**src/rtl/alu_arb_pkg.sv**
```systemverilog
`default_nettype none
// ============================================================================
// Module  : alu_arb_pkg
// Purpose : Op codes, FSM states and flag indices shared by the ALU arbiter.
// Revision: 1.0  initial release
// ============================================================================
package alu_arb_pkg;

  localparam logic [2:0] PASS_B = 3'b000;
  localparam logic [2:0] ADD    = 3'b010;
  localparam logic [2:0] SUB    = 3'b011;
  localparam logic [2:0] AND    = 3'b100;
  localparam logic [2:0] OR     = 3'b101;
  localparam logic [2:0] XOR    = 3'b110;

  typedef enum logic [1:0] {
    IDLE = 2'd0,
    EXEC = 2'd1,
    RESP = 2'd2
  } state_e;

  localparam int NEG  = 3;
  localparam int ZERO = 2;
  localparam int OVF  = 1;
  localparam int CO   = 0;

  // 001 and 111 have no ALU meaning; their results are discarded.
  function automatic logic op_illegal(input logic [2:0] op);
    return (op == 3'b001) || (op == 3'b111);
  endfunction

  function automatic logic op_arith(input logic [2:0] op);
    return (op == ADD) || (op == SUB);
  endfunction

endpackage
`default_nettype wire

```
**src/rtl/alu_arbiter_if.sv**
```systemverilog
`default_nettype none
// ============================================================================
// Module  : alu_arbiter_if
// Purpose : Request, response and external-ALU signals of the ALU arbiter.
// Revision: 1.0  initial release
// ============================================================================
interface alu_arbiter_if #(
  parameter int WIDTH = 64
);

  logic             req0_valid;
  logic             req0_ready;
  logic [WIDTH-1:0] req0_a;
  logic [WIDTH-1:0] req0_b;
  logic [2:0]       req0_cntrl;

  logic             req1_valid;
  logic             req1_ready;
  logic [WIDTH-1:0] req1_a;
  logic [WIDTH-1:0] req1_b;
  logic [2:0]       req1_cntrl;

  logic             rsp0_valid;
  logic             rsp0_ready;
  logic             rsp1_valid;
  logic             rsp1_ready;
  logic [WIDTH-1:0] rsp_result;
  logic [3:0]       rsp_flags;
  logic             rsp_illegal;

  logic [WIDTH-1:0] alu_a;
  logic [WIDTH-1:0] alu_b;
  logic [2:0]       alu_cntrl;
  logic [WIDTH-1:0] alu_result;
  logic             alu_negative;
  logic             alu_zero;
  logic             alu_overflow;
  logic             alu_carry_out;

  // Requesters plus the external ALU form the master side.
  modport master (
    output req0_valid, req0_a, req0_b, req0_cntrl,
    input  req0_ready,
    output req1_valid, req1_a, req1_b, req1_cntrl,
    input  req1_ready,
    input  rsp0_valid, rsp1_valid, rsp_result, rsp_flags, rsp_illegal,
    output rsp0_ready, rsp1_ready,
    input  alu_a, alu_b, alu_cntrl,
    output alu_result, alu_negative, alu_zero, alu_overflow, alu_carry_out
  );

  modport slave (
    input  req0_valid, req0_a, req0_b, req0_cntrl,
    output req0_ready,
    input  req1_valid, req1_a, req1_b, req1_cntrl,
    output req1_ready,
    output rsp0_valid, rsp1_valid, rsp_result, rsp_flags, rsp_illegal,
    input  rsp0_ready, rsp1_ready,
    output alu_a, alu_b, alu_cntrl,
    input  alu_result, alu_negative, alu_zero, alu_overflow, alu_carry_out
  );

endinterface
`default_nettype wire

```
**src/rtl/alu_arbiter_rr_arbiter2.sv**
```systemverilog
`default_nettype none
// ============================================================================
// Module  : rr_arbiter2
// Purpose : Two-way round-robin grant with its own priority pointer.
// Revision: 1.0  initial release
// ============================================================================
module rr_arbiter2 #(
  parameter logic PRIO_RESET = 1'b0
) (
  input  logic       clk,
  input  logic       reset,
  input  logic [1:0] req_i,
  input  logic       accept_i,
  output logic [1:0] gnt_o
);

  logic ptr_q;
  logic ptr_d;

  always_comb begin
    gnt_o = 2'b00;
    case (req_i)
      2'b01:   gnt_o = 2'b01;
      2'b10:   gnt_o = 2'b10;
      2'b11:   gnt_o = ptr_q ? 2'b10 : 2'b01;
      default: gnt_o = 2'b00;
    endcase
  end

  // After a grant the pointer favours the requester that just lost.
  always_comb begin
    ptr_d = ptr_q;
    if (accept_i) begin
      ptr_d = gnt_o[0];
    end
  end

  always_ff @(posedge clk) begin
    if (reset) begin
      ptr_q <= PRIO_RESET;
    end else begin
      ptr_q <= ptr_d;
    end
  end

endmodule
`default_nettype wire

```
**src/rtl/alu_arbiter.sv**
```systemverilog
`default_nettype none
// ============================================================================
// Module  : alu_arbiter
// Purpose : Shares one external combinational ALU between two requesters.
// Revision: 1.0  initial release
// ============================================================================
module alu_arbiter
  import alu_arb_pkg::*;
#(
  parameter int WIDTH      = 64,
  parameter int PRIO_RESET = 0
) (
  input  logic         clk,
  input  logic         reset,
  alu_arbiter_if.slave bus
);

  state_e           state_q;
  state_e           state_d;
  logic [WIDTH-1:0] a_q;
  logic [WIDTH-1:0] a_d;
  logic [WIDTH-1:0] b_q;
  logic [WIDTH-1:0] b_d;
  logic [2:0]       cntrl_q;
  logic [2:0]       cntrl_d;
  logic             owner_q;
  logic             owner_d;
  logic [WIDTH-1:0] result_q;
  logic [WIDTH-1:0] result_d;
  logic [3:0]       flags_q;
  logic [3:0]       flags_d;
  logic             illegal_q;
  logic             illegal_d;

  logic [1:0]       w_req;
  logic [1:0]       w_gnt;
  logic             w_accept;
  logic             w_owner_rsp_ready;

  // Requests are only visible to the arbiter while idle.
  assign w_req    = {bus.req1_valid, bus.req0_valid} & {2{state_q == IDLE}};
  assign w_accept = |w_gnt;

  rr_arbiter2 #(
    .PRIO_RESET (PRIO_RESET != 0)
  ) u_rr (
    .clk      (clk),
    .reset    (reset),
    .req_i    (w_req),
    .accept_i (w_accept),
    .gnt_o    (w_gnt)
  );

  assign bus.req0_ready = w_gnt[0];
  assign bus.req1_ready = w_gnt[1];

  assign w_owner_rsp_ready = owner_q ? bus.rsp1_ready : bus.rsp0_ready;

  always_comb begin
    state_d = state_q;
    case (state_q)
      IDLE:    if (w_accept) state_d = EXEC;
      EXEC:    state_d = RESP;
      RESP:    if (w_owner_rsp_ready) state_d = IDLE;
      default: state_d = IDLE;
    endcase
  end

  always_comb begin
    a_d     = a_q;
    b_d     = b_q;
    cntrl_d = cntrl_q;
    owner_d = owner_q;
    if (w_accept) begin
      a_d     = w_gnt[1] ? bus.req1_a     : bus.req0_a;
      b_d     = w_gnt[1] ? bus.req1_b     : bus.req0_b;
      cntrl_d = w_gnt[1] ? bus.req1_cntrl : bus.req0_cntrl;
      owner_d = w_gnt[1];
    end
  end

  // Only add/sub produce meaningful overflow and carry.
  always_comb begin
    result_d  = result_q;
    flags_d   = flags_q;
    illegal_d = illegal_q;
    if (state_q == EXEC) begin
      if (op_illegal(cntrl_q)) begin
        result_d  = '0;
        flags_d   = 4'b0000;
        illegal_d = 1'b1;
      end else begin
        result_d      = bus.alu_result;
        flags_d[NEG]  = bus.alu_negative;
        flags_d[ZERO] = bus.alu_zero;
        flags_d[OVF]  = op_arith(cntrl_q) & bus.alu_overflow;
        flags_d[CO]   = op_arith(cntrl_q) & bus.alu_carry_out;
        illegal_d     = 1'b0;
      end
    end
  end

  always_ff @(posedge clk) begin
    if (reset) begin
      state_q   <= IDLE;
      a_q       <= '0;
      b_q       <= '0;
      cntrl_q   <= 3'b000;
      owner_q   <= 1'b0;
      result_q  <= '0;
      flags_q   <= 4'b0000;
      illegal_q <= 1'b0;
    end else begin
      state_q   <= state_d;
      a_q       <= a_d;
      b_q       <= b_d;
      cntrl_q   <= cntrl_d;
      owner_q   <= owner_d;
      result_q  <= result_d;
      flags_q   <= flags_d;
      illegal_q <= illegal_d;
    end
  end

  assign bus.rsp0_valid  = (state_q == RESP) && !owner_q;
  assign bus.rsp1_valid  = (state_q == RESP) &&  owner_q;
  assign bus.rsp_result  = result_q;
  assign bus.rsp_flags   = flags_q;
  assign bus.rsp_illegal = illegal_q;

  assign bus.alu_a     = a_q;
  assign bus.alu_b     = b_q;
  assign bus.alu_cntrl = cntrl_q;

endmodule
`default_nettype wire

```
**src/flat_wrapper.sv**
```systemverilog
// flat-port wrapper written by rule: the top's interface ports become plain ports
module alu_arbiter_flat import alu_arb_pkg::*;
#(
  parameter int WIDTH      = 64,
  parameter int PRIO_RESET = 0
)
  (clk, reset, bus_req0_valid, bus_req0_a, bus_req0_b, bus_req0_cntrl, bus_req0_ready, bus_req1_valid, bus_req1_a, bus_req1_b, bus_req1_cntrl, bus_req1_ready, bus_rsp0_valid, bus_rsp1_valid, bus_rsp_result, bus_rsp_flags, bus_rsp_illegal, bus_rsp0_ready, bus_rsp1_ready, bus_alu_a, bus_alu_b, bus_alu_cntrl, bus_alu_result, bus_alu_negative, bus_alu_zero, bus_alu_overflow, bus_alu_carry_out);
  alu_arbiter_if #(.WIDTH(WIDTH)) bus_i ();
  input  logic clk;
  input  logic reset;
  input wire logic [$bits(bus_i.req0_valid)-1:0] bus_req0_valid;
  input wire logic [$bits(bus_i.req0_a)-1:0] bus_req0_a;
  input wire logic [$bits(bus_i.req0_b)-1:0] bus_req0_b;
  input wire logic [$bits(bus_i.req0_cntrl)-1:0] bus_req0_cntrl;
  output wire logic [$bits(bus_i.req0_ready)-1:0] bus_req0_ready;
  input wire logic [$bits(bus_i.req1_valid)-1:0] bus_req1_valid;
  input wire logic [$bits(bus_i.req1_a)-1:0] bus_req1_a;
  input wire logic [$bits(bus_i.req1_b)-1:0] bus_req1_b;
  input wire logic [$bits(bus_i.req1_cntrl)-1:0] bus_req1_cntrl;
  output wire logic [$bits(bus_i.req1_ready)-1:0] bus_req1_ready;
  output wire logic [$bits(bus_i.rsp0_valid)-1:0] bus_rsp0_valid;
  output wire logic [$bits(bus_i.rsp1_valid)-1:0] bus_rsp1_valid;
  output wire logic [$bits(bus_i.rsp_result)-1:0] bus_rsp_result;
  output wire logic [$bits(bus_i.rsp_flags)-1:0] bus_rsp_flags;
  output wire logic [$bits(bus_i.rsp_illegal)-1:0] bus_rsp_illegal;
  input wire logic [$bits(bus_i.rsp0_ready)-1:0] bus_rsp0_ready;
  input wire logic [$bits(bus_i.rsp1_ready)-1:0] bus_rsp1_ready;
  output wire logic [$bits(bus_i.alu_a)-1:0] bus_alu_a;
  output wire logic [$bits(bus_i.alu_b)-1:0] bus_alu_b;
  output wire logic [$bits(bus_i.alu_cntrl)-1:0] bus_alu_cntrl;
  input wire logic [$bits(bus_i.alu_result)-1:0] bus_alu_result;
  input wire logic [$bits(bus_i.alu_negative)-1:0] bus_alu_negative;
  input wire logic [$bits(bus_i.alu_zero)-1:0] bus_alu_zero;
  input wire logic [$bits(bus_i.alu_overflow)-1:0] bus_alu_overflow;
  input wire logic [$bits(bus_i.alu_carry_out)-1:0] bus_alu_carry_out;
  assign bus_i.req0_valid = bus_req0_valid;
  assign bus_i.req0_a = bus_req0_a;
  assign bus_i.req0_b = bus_req0_b;
  assign bus_i.req0_cntrl = bus_req0_cntrl;
  assign bus_req0_ready = bus_i.req0_ready;
  assign bus_i.req1_valid = bus_req1_valid;
  assign bus_i.req1_a = bus_req1_a;
  assign bus_i.req1_b = bus_req1_b;
  assign bus_i.req1_cntrl = bus_req1_cntrl;
  assign bus_req1_ready = bus_i.req1_ready;
  assign bus_rsp0_valid = bus_i.rsp0_valid;
  assign bus_rsp1_valid = bus_i.rsp1_valid;
  assign bus_rsp_result = bus_i.rsp_result;
  assign bus_rsp_flags = bus_i.rsp_flags;
  assign bus_rsp_illegal = bus_i.rsp_illegal;
  assign bus_i.rsp0_ready = bus_rsp0_ready;
  assign bus_i.rsp1_ready = bus_rsp1_ready;
  assign bus_alu_a = bus_i.alu_a;
  assign bus_alu_b = bus_i.alu_b;
  assign bus_alu_cntrl = bus_i.alu_cntrl;
  assign bus_i.alu_result = bus_alu_result;
  assign bus_i.alu_negative = bus_alu_negative;
  assign bus_i.alu_zero = bus_alu_zero;
  assign bus_i.alu_overflow = bus_alu_overflow;
  assign bus_i.alu_carry_out = bus_alu_carry_out;
  alu_arbiter #(.WIDTH(WIDTH), .PRIO_RESET(PRIO_RESET)) u_core (.clk(clk), .reset(reset), .bus(bus_i));
endmodule
```
**config.mk**
```make
export PLATFORM = sky130hd
export DESIGN_NAME = alu_arbiter_flat
export DESIGN_NICKNAME = d
export VERILOG_FILES = /design/src/rtl/alu_arb_pkg.sv /design/src/rtl/alu_arbiter_if.sv /design/src/rtl/alu_arbiter_rr_arbiter2.sv /design/src/rtl/alu_arbiter.sv /design/src/flat_wrapper.sv
export SDC_FILE = /design/constraint.sdc
export NUM_CORES = 1
export LEC_CHECK = 0
export CAP_MARGIN = 20
export CORE_AREA = 2 2 212 214
export CTS_CLUSTER_SIZE = 10
export DETAILED_ROUTE_END_ITERATION = 8
export DIE_AREA = 0 0 214 216
export DONT_BUFFER_PORTS = 1
export PLACE_DENSITY = 0.37
export SLEW_MARGIN = 10
export SYNTH_ARGS = -nofsm -noshare
export SYNTH_HDL_FRONTEND = slang
export SYNTH_SLANG_ARGS = --single-unit
```
**constraint.sdc**
```tcl
create_clock -name clk -period 1.55 [get_ports clk]
set_clock_uncertainty 0.2 [all_clocks]
set_input_delay 0.31 -clock clk [delete_from_list [all_inputs] [get_ports clk]]
set_output_delay 0.31 -clock clk [all_outputs]
set_load 0.05 [all_outputs]
```
# Word-level counts from Yosys, hierarchy flattened
# Cells that the tools add are included.
# Widths: inputs -> output; s select.
[word_totals]
register_bits = 204
input_bits = 336
out_inout_bits = 204
[classes]
eq_ne = 11
muxes = 12
bitwise_logic = 3
n_reduce_logical = 8
[op_table]
columns = ["op", "count"]
rows = [
  ["$mux 64", 3],
  ["$pmux 2 s3", 2],
  ["$eq 2x2->1 const B", 3],
  ["$eq 3x2->1 const B", 2],
  ["$mux 2", 3],
  ["$eq 2x1->1 const B", 2],
  ["$mux 4", 1],
  ["$eq 3x1->1 const B", 1],
  ["$eq 3x3->1 const B", 1],
  ["$mux 3", 1],
  ["$and 1x1->1", 2],
  ["$and 2x2->2", 1],
  ["$logic_and 1x1->1", 2],
  ["$logic_not 2->1", 1],
  ["$logic_or 1x1->1", 2],
  ["$mux 1", 2],
  ["$ne 2x1->1 const B", 1],
  ["$ne 2x2->1 const B", 1],
  ["$reduce_and 2->1", 1],
  ["$reduce_or 2->1", 1],
  ["$logic_not 1->1", 1],
]

# Longest topological paths before layout
[depth]
depth_word = 7
ltp_mapped = 7
ltp_nobuf = 3

# By module
# A second synthesis with hierarchy kept.
[unflattened]
hier_cells = 895
area_unflattened_um2 = 8933.6
[modules_own_cells]
columns = ["mod", "instances", "cells_each", "area_per_inst_um2", "seq_area_each_um2"]
rows = [
  ["alu_arbiter", 1, 888, 8866.0, 4063.9],
  ["rr_arbiter2", 1, 7, 67.6, 20.0],
]

# Worst setup path before layout
# OpenSTA, ideal clock, no wires.
[synth_timing]
path_kind = "flip-flop to output port"
start = "reg u_core.state_q[1]"
end = "out bus_req0_ready"
t_arrival_ns = 1.694
required_time_ns = 1.040
slack_ns = -0.654
stages_incl_launch_ff = 6
cell_sequence = "dfxtp_1 -> nor2_2 -> buf_4 -> buf_2 -> nand2_1 -> nor2_1"
[synth_between]
elab_chain_cells = 4
elab_cells_between_ends = 6
[synth_lines]
columns = ["item", "line_no", "rtl"]
rows = [
  ["start: declaration", "alu_arbiter.sv:18", "state_e state_q;"],
  ["start signal: assignment", "alu_arbiter.sv:114", "state_q <= state_d;"],
  ["$logic_not 2->1 (*)", "alu_arbiter.sv:41", "assign w_req = {bus.req1_valid, bus.req0_valid} & {2{state_q == IDLE}};"],
  ["$and 2x2->2 (*)", "alu_arbiter.sv:41", ""],
  ["$eq 2x2->1 / $eq 2x1->1 (equally long branches)", "alu_arbiter_rr_arbiter2.sv:22", "case (req_i)"],
  ["$pmux 2 s3 (*)", "alu_arbiter_rr_arbiter2.sv:22", ""],
  ["end: declaration", "flat_wrapper.sv:15", "output wire logic [$bits(bus_i.req0_ready)-1:0] bus_req0_ready;"],
]
# Every way passes the cells marked *; elsewhere a longest branch is shown, timed or not.

# Final worst setup path
[layout_timing]
start = "reg u_core.u_rr.ptr_q"
end = "out bus_req0_ready"
[layout_between]
elab_chain_cells = 2
[layout_lines]
columns = ["item", "line_no", "rtl"]
rows = [
  ["start: declaration", "alu_arbiter_rr_arbiter2.sv:17", "logic ptr_q;"],
  ["start signal: assignment", "alu_arbiter_rr_arbiter2.sv:42", "ptr_q <= ptr_d;"],
  ["$mux 2", "alu_arbiter_rr_arbiter2.sv:25", "2'b11: gnt_o = ptr_q ? 2'b10 : 2'b01;"],
  ["$pmux 2 s3", "alu_arbiter_rr_arbiter2.sv:22", ""],
]
# No other way between the ends.

==> summary.md <==
| Metric | Value |
|---|---|
| Routed Antenna Nets | `0` |
| Routed WL per cell | `22.7 µm` |
| Post-synthesis compound-gate area fraction | `30.4%` |
| Final hold slack | `-0.366 ns` |
| Fill cells | `4,292` |
| Minimum clock period | `2.04 ns` |
| Clock Pin Slew Worst Setup and Hold Paths | `0.06 ns` |
| Vias per inst | `4.80` |
| I/O pin count | `540` |
| Measured slew at the worst slew-check pin | `0.786 ns` |
| Place WS | `-0.146 ns` |
| CTS Buf Count | `26` |
| Ys async rst share | `0%` |
| Crit path capture type | `primary output` |
| CP Max Fanout | `3` |
| Status | `finished, violations left` |
| CTS tree | `done` |
| Setup TNS | `-60.69 ns` |
| Critical path startpoint category | `flop` |
| Netlist cell types | `26` |
| H-tree depth | `1` |
| I/O Buffers | `0` |
| Top-count cell post-synth | `nand2_1` |
| Syn Nets | `1,405` |
| Via count | `9,623` |
| YS warnings | `0` |
| All-Layer GR Usage | `17.9%` |
| Final Hold Vio Count | `143` |
| DIE AREA | `0.0462 mm²` |
| RSZ-0062 raised after global routing | `true` |
| Post-route DRC | `0` |
| Final core occ | `38.0%` |
| Final Cycle Share | `132%` |
| Detailed Route WL | `45,500 µm` |
| Clock buffer depth | `3` |
| Initial drt markers | `494` |
| Number of synthesized flops with an enable pin | `0` |
| Post-Synth Adder-Cell Area | `0%` |
| Die extent in x | `214 µm` |
| Vias in the first global route | `10,000` |
| Largest family of logic cells by synthesized area | `compound AO/OA/AOI/OAI gates` |
| Worst IR Drop VDD | `0.000781 V` |
| First-pass GRT wire length | `63,800 µm` |
| Power Total | `19.9 mW` |
| Seq/Total Area, Yosys | `45.8%` |
| Drt pass-1 iters | `5` |
| Failing checks | `hold timing, setup timing` |
| Largest net degree at the start of global routing | `140` |
| Initial antenna violation count | `0` |
| Clock Sinks | `204` |
| Routability cong. | `0.837` |
| Proportion of synthesized area in mux cells | `0.112%` |
| Area Overhead vs Synth | `86.8%` |
| Congestion Overflow GR | `0` |
| Top cell type's share of synthesized area | `45.8%` |
| Starting Density | `20.3%` |
| Detailed Place HPWL | `27,200 µm` |
| Hold-fix buffers, CTS | `67` |
| Simple-gate area share of the yosys netlist | `17.7%` |
| Final Setup Violations | `229` |
| Slew headroom | `47.6%` |
| Main flop type after synthesis | `dfxtp_1` |
| Row count | `77` |
| Slew Limit Fails | `0` |
| Leak Pwr | `6.40 nW` |
| CP Data Required Time | `1.04 ns` |
| Critical path data arrival time | `1.53 ns` |
| Die Ht | `216 µm` |
| Register bit total from synthesis | `204` |
| Mapped Cells | `1,069` |
| Tightest Hold Check Type | `input pin to flop` |
| Final net count | `1,733` |
| Root buf cell | `clkbuf_16` |
| Diode count | `0` |
| Area of the core | `0.0438 mm²` |
| Synth area leaders | `dfxtp_1, nand2_1, a311oi_2, a21oi_1, a311oi_1` |
| Layout cells sized above 1 | `55.8%` |
| Worst skew pair latency | `0.54 ns` |
| Max Cap Viol | `0` |
| Final setup slack of the worst path | `-0.494 ns` |
| Crit Path Class | `flop to primary output` |
| Pwr Density | `1200 mW/mm²` |
| Mapped cell area | `0.00891 mm²` |
| Mean Syn Cell Area | `8.34 µm²` |
| Post-synth top cells | `nand2_1, dfxtp_1, a21oi_1` |
| Xor and xnor fraction of the mapped netlist area | `0.0982%` |
| Fmax | `489 MHz` |
| Leading area contributor after synthesis | `dfxtp_1` |
## registers in the layout (all words and copies together) (netlist names)
name / count
u_core.u_rr.ptr_q: 1
u_core.bus.rsp_flags: 4
u_core.bus.alu_cntrl: 3
u_core.bus.rsp_result: 64
u_core.bus.rsp_illegal: 1
u_core.owner_q: 1
u_core.state_q: 2
u_core.bus.alu_b: 64
u_core.bus.alu_a: 64
## cells by family (layout without fill, tap and decap cells)
group,after synthesis,in the layout
multiplexers,1,1
AND/OR/NAND/NOR,413,413
AO/OA/AOI/OAI,339,339
XOR/XNOR,1,1
buffers and inverters,111,453
flip-flops,204,204
## worst paths after layout
check / startpoint / depth (start not counted) / end / slack [ns]
setup / recovery: u_core.u_rr.ptr_q$_SDFFE_PP0P_ / 4 / bus_req0_ready / -0.49
hold / removal: reset / 1 / u_core.bus.alu_a[46]$_SDFFE_PP0P_ / -0.37
setup reg to reg: u_core.state_q[0]$_SDFFE_PP0P_ / 9 / u_core.bus.alu_a[34]$_SDFFE_PP0P_ / -0.45
hold reg to reg: u_core.bus.rsp_result[9]$_SDFFE_PP0N_ / 2 / u_core.bus.rsp_result[9]$_SDFFE_PP0N_ / 0.28
## layout make-up
| class | count | area [µm²] | area share [%] |
|---|---|---|---|
| Multi-Input combinational cell | 754 | 4930 | 29.6 |
| Sequential cell | 204 | 4480 | 26.9 |
| Clock buffer | 40 | 774 | 4.65 |
| Clock inverter | 2 | 12.5 | 0.0751 |
| Tap cell | 592 | 741 | 4.45 |
| Timing Repair Buffer | 411 | 5710 | 34.3 |
## what timing repair did
action | 4_1_cts | 5_1_grt
gates cloned | 19 | 16
hold endpoints to repair | 204 | 138
buffers inserted | 44 | 36
pin swaps | 13 | 37
resized for setup | 582 | 162
setup endpoints to repair | 397 | 342
## critical path, cell delays in order, from the launching register on
cell	delay, ns
dfxtp_2	0.34
a21bo_4	0.24
buf_12	0.14
nor2_4	0.12
buf_12	0.14
## power by group
group / total, mW / switching, mW / internal (mW)
clock: 5.73 / 2.35 / 3.38
combinational: 7.54 / 4.07 / 3.48
sequential: 6.68 / 0.767 / 5.91
total: 19.9 / 7.18 / 12.8
## layout by cell type, fill, tap and decap left out, types with 2 or more instances in the layout
master         count
nand2_1          379
dfxtp_2          143
buf_8            142
a21oi_1          136
a311oi_2         108
buf_4             84
dlygate4sd3_1     67
a21oi_2           66
dfxtp_4           59
buf_12            44
clkbuf_16         40
buf_6             39
a311oi_1          24
buf_16            16
nand2_2            9
nand2_4            9
clkbuf_1           8
bufbuf_16          6
clkbuf_8           5
nor2_4             3
nand3_2            2
dfxtp_1            2
## stage by stage
step / area [µm²] / hold WS [ns] / instances
final: 16700 / -0.366 / 2003
after global routing: 16700 / -0.396 / 2003
after CTS: 15300 / -0.365 / 1953
after detailed placement: 11300 / 0.217 / 1781
after global placement: 11300 / 0.216 / 1781
after floorplan: 8970 / 0.226 / 1069
## per-layer routing
layer | vias to the layer above | routed length (µm) | GRT usage (%) | part of all wire [%]
met5 | - | 0 | 0 | 0
met4 | 0 | 1740 | 5.83 | 3.8
met3 | 82 | 3920 | 5.31 | 8.6
met2 | 478 | 21800 | 30.7 | 48
met1 | 4632 | 18000 | 21.3 | 40
li1 | 4431 | - | - | -
(Power assumes the default switching activity.)
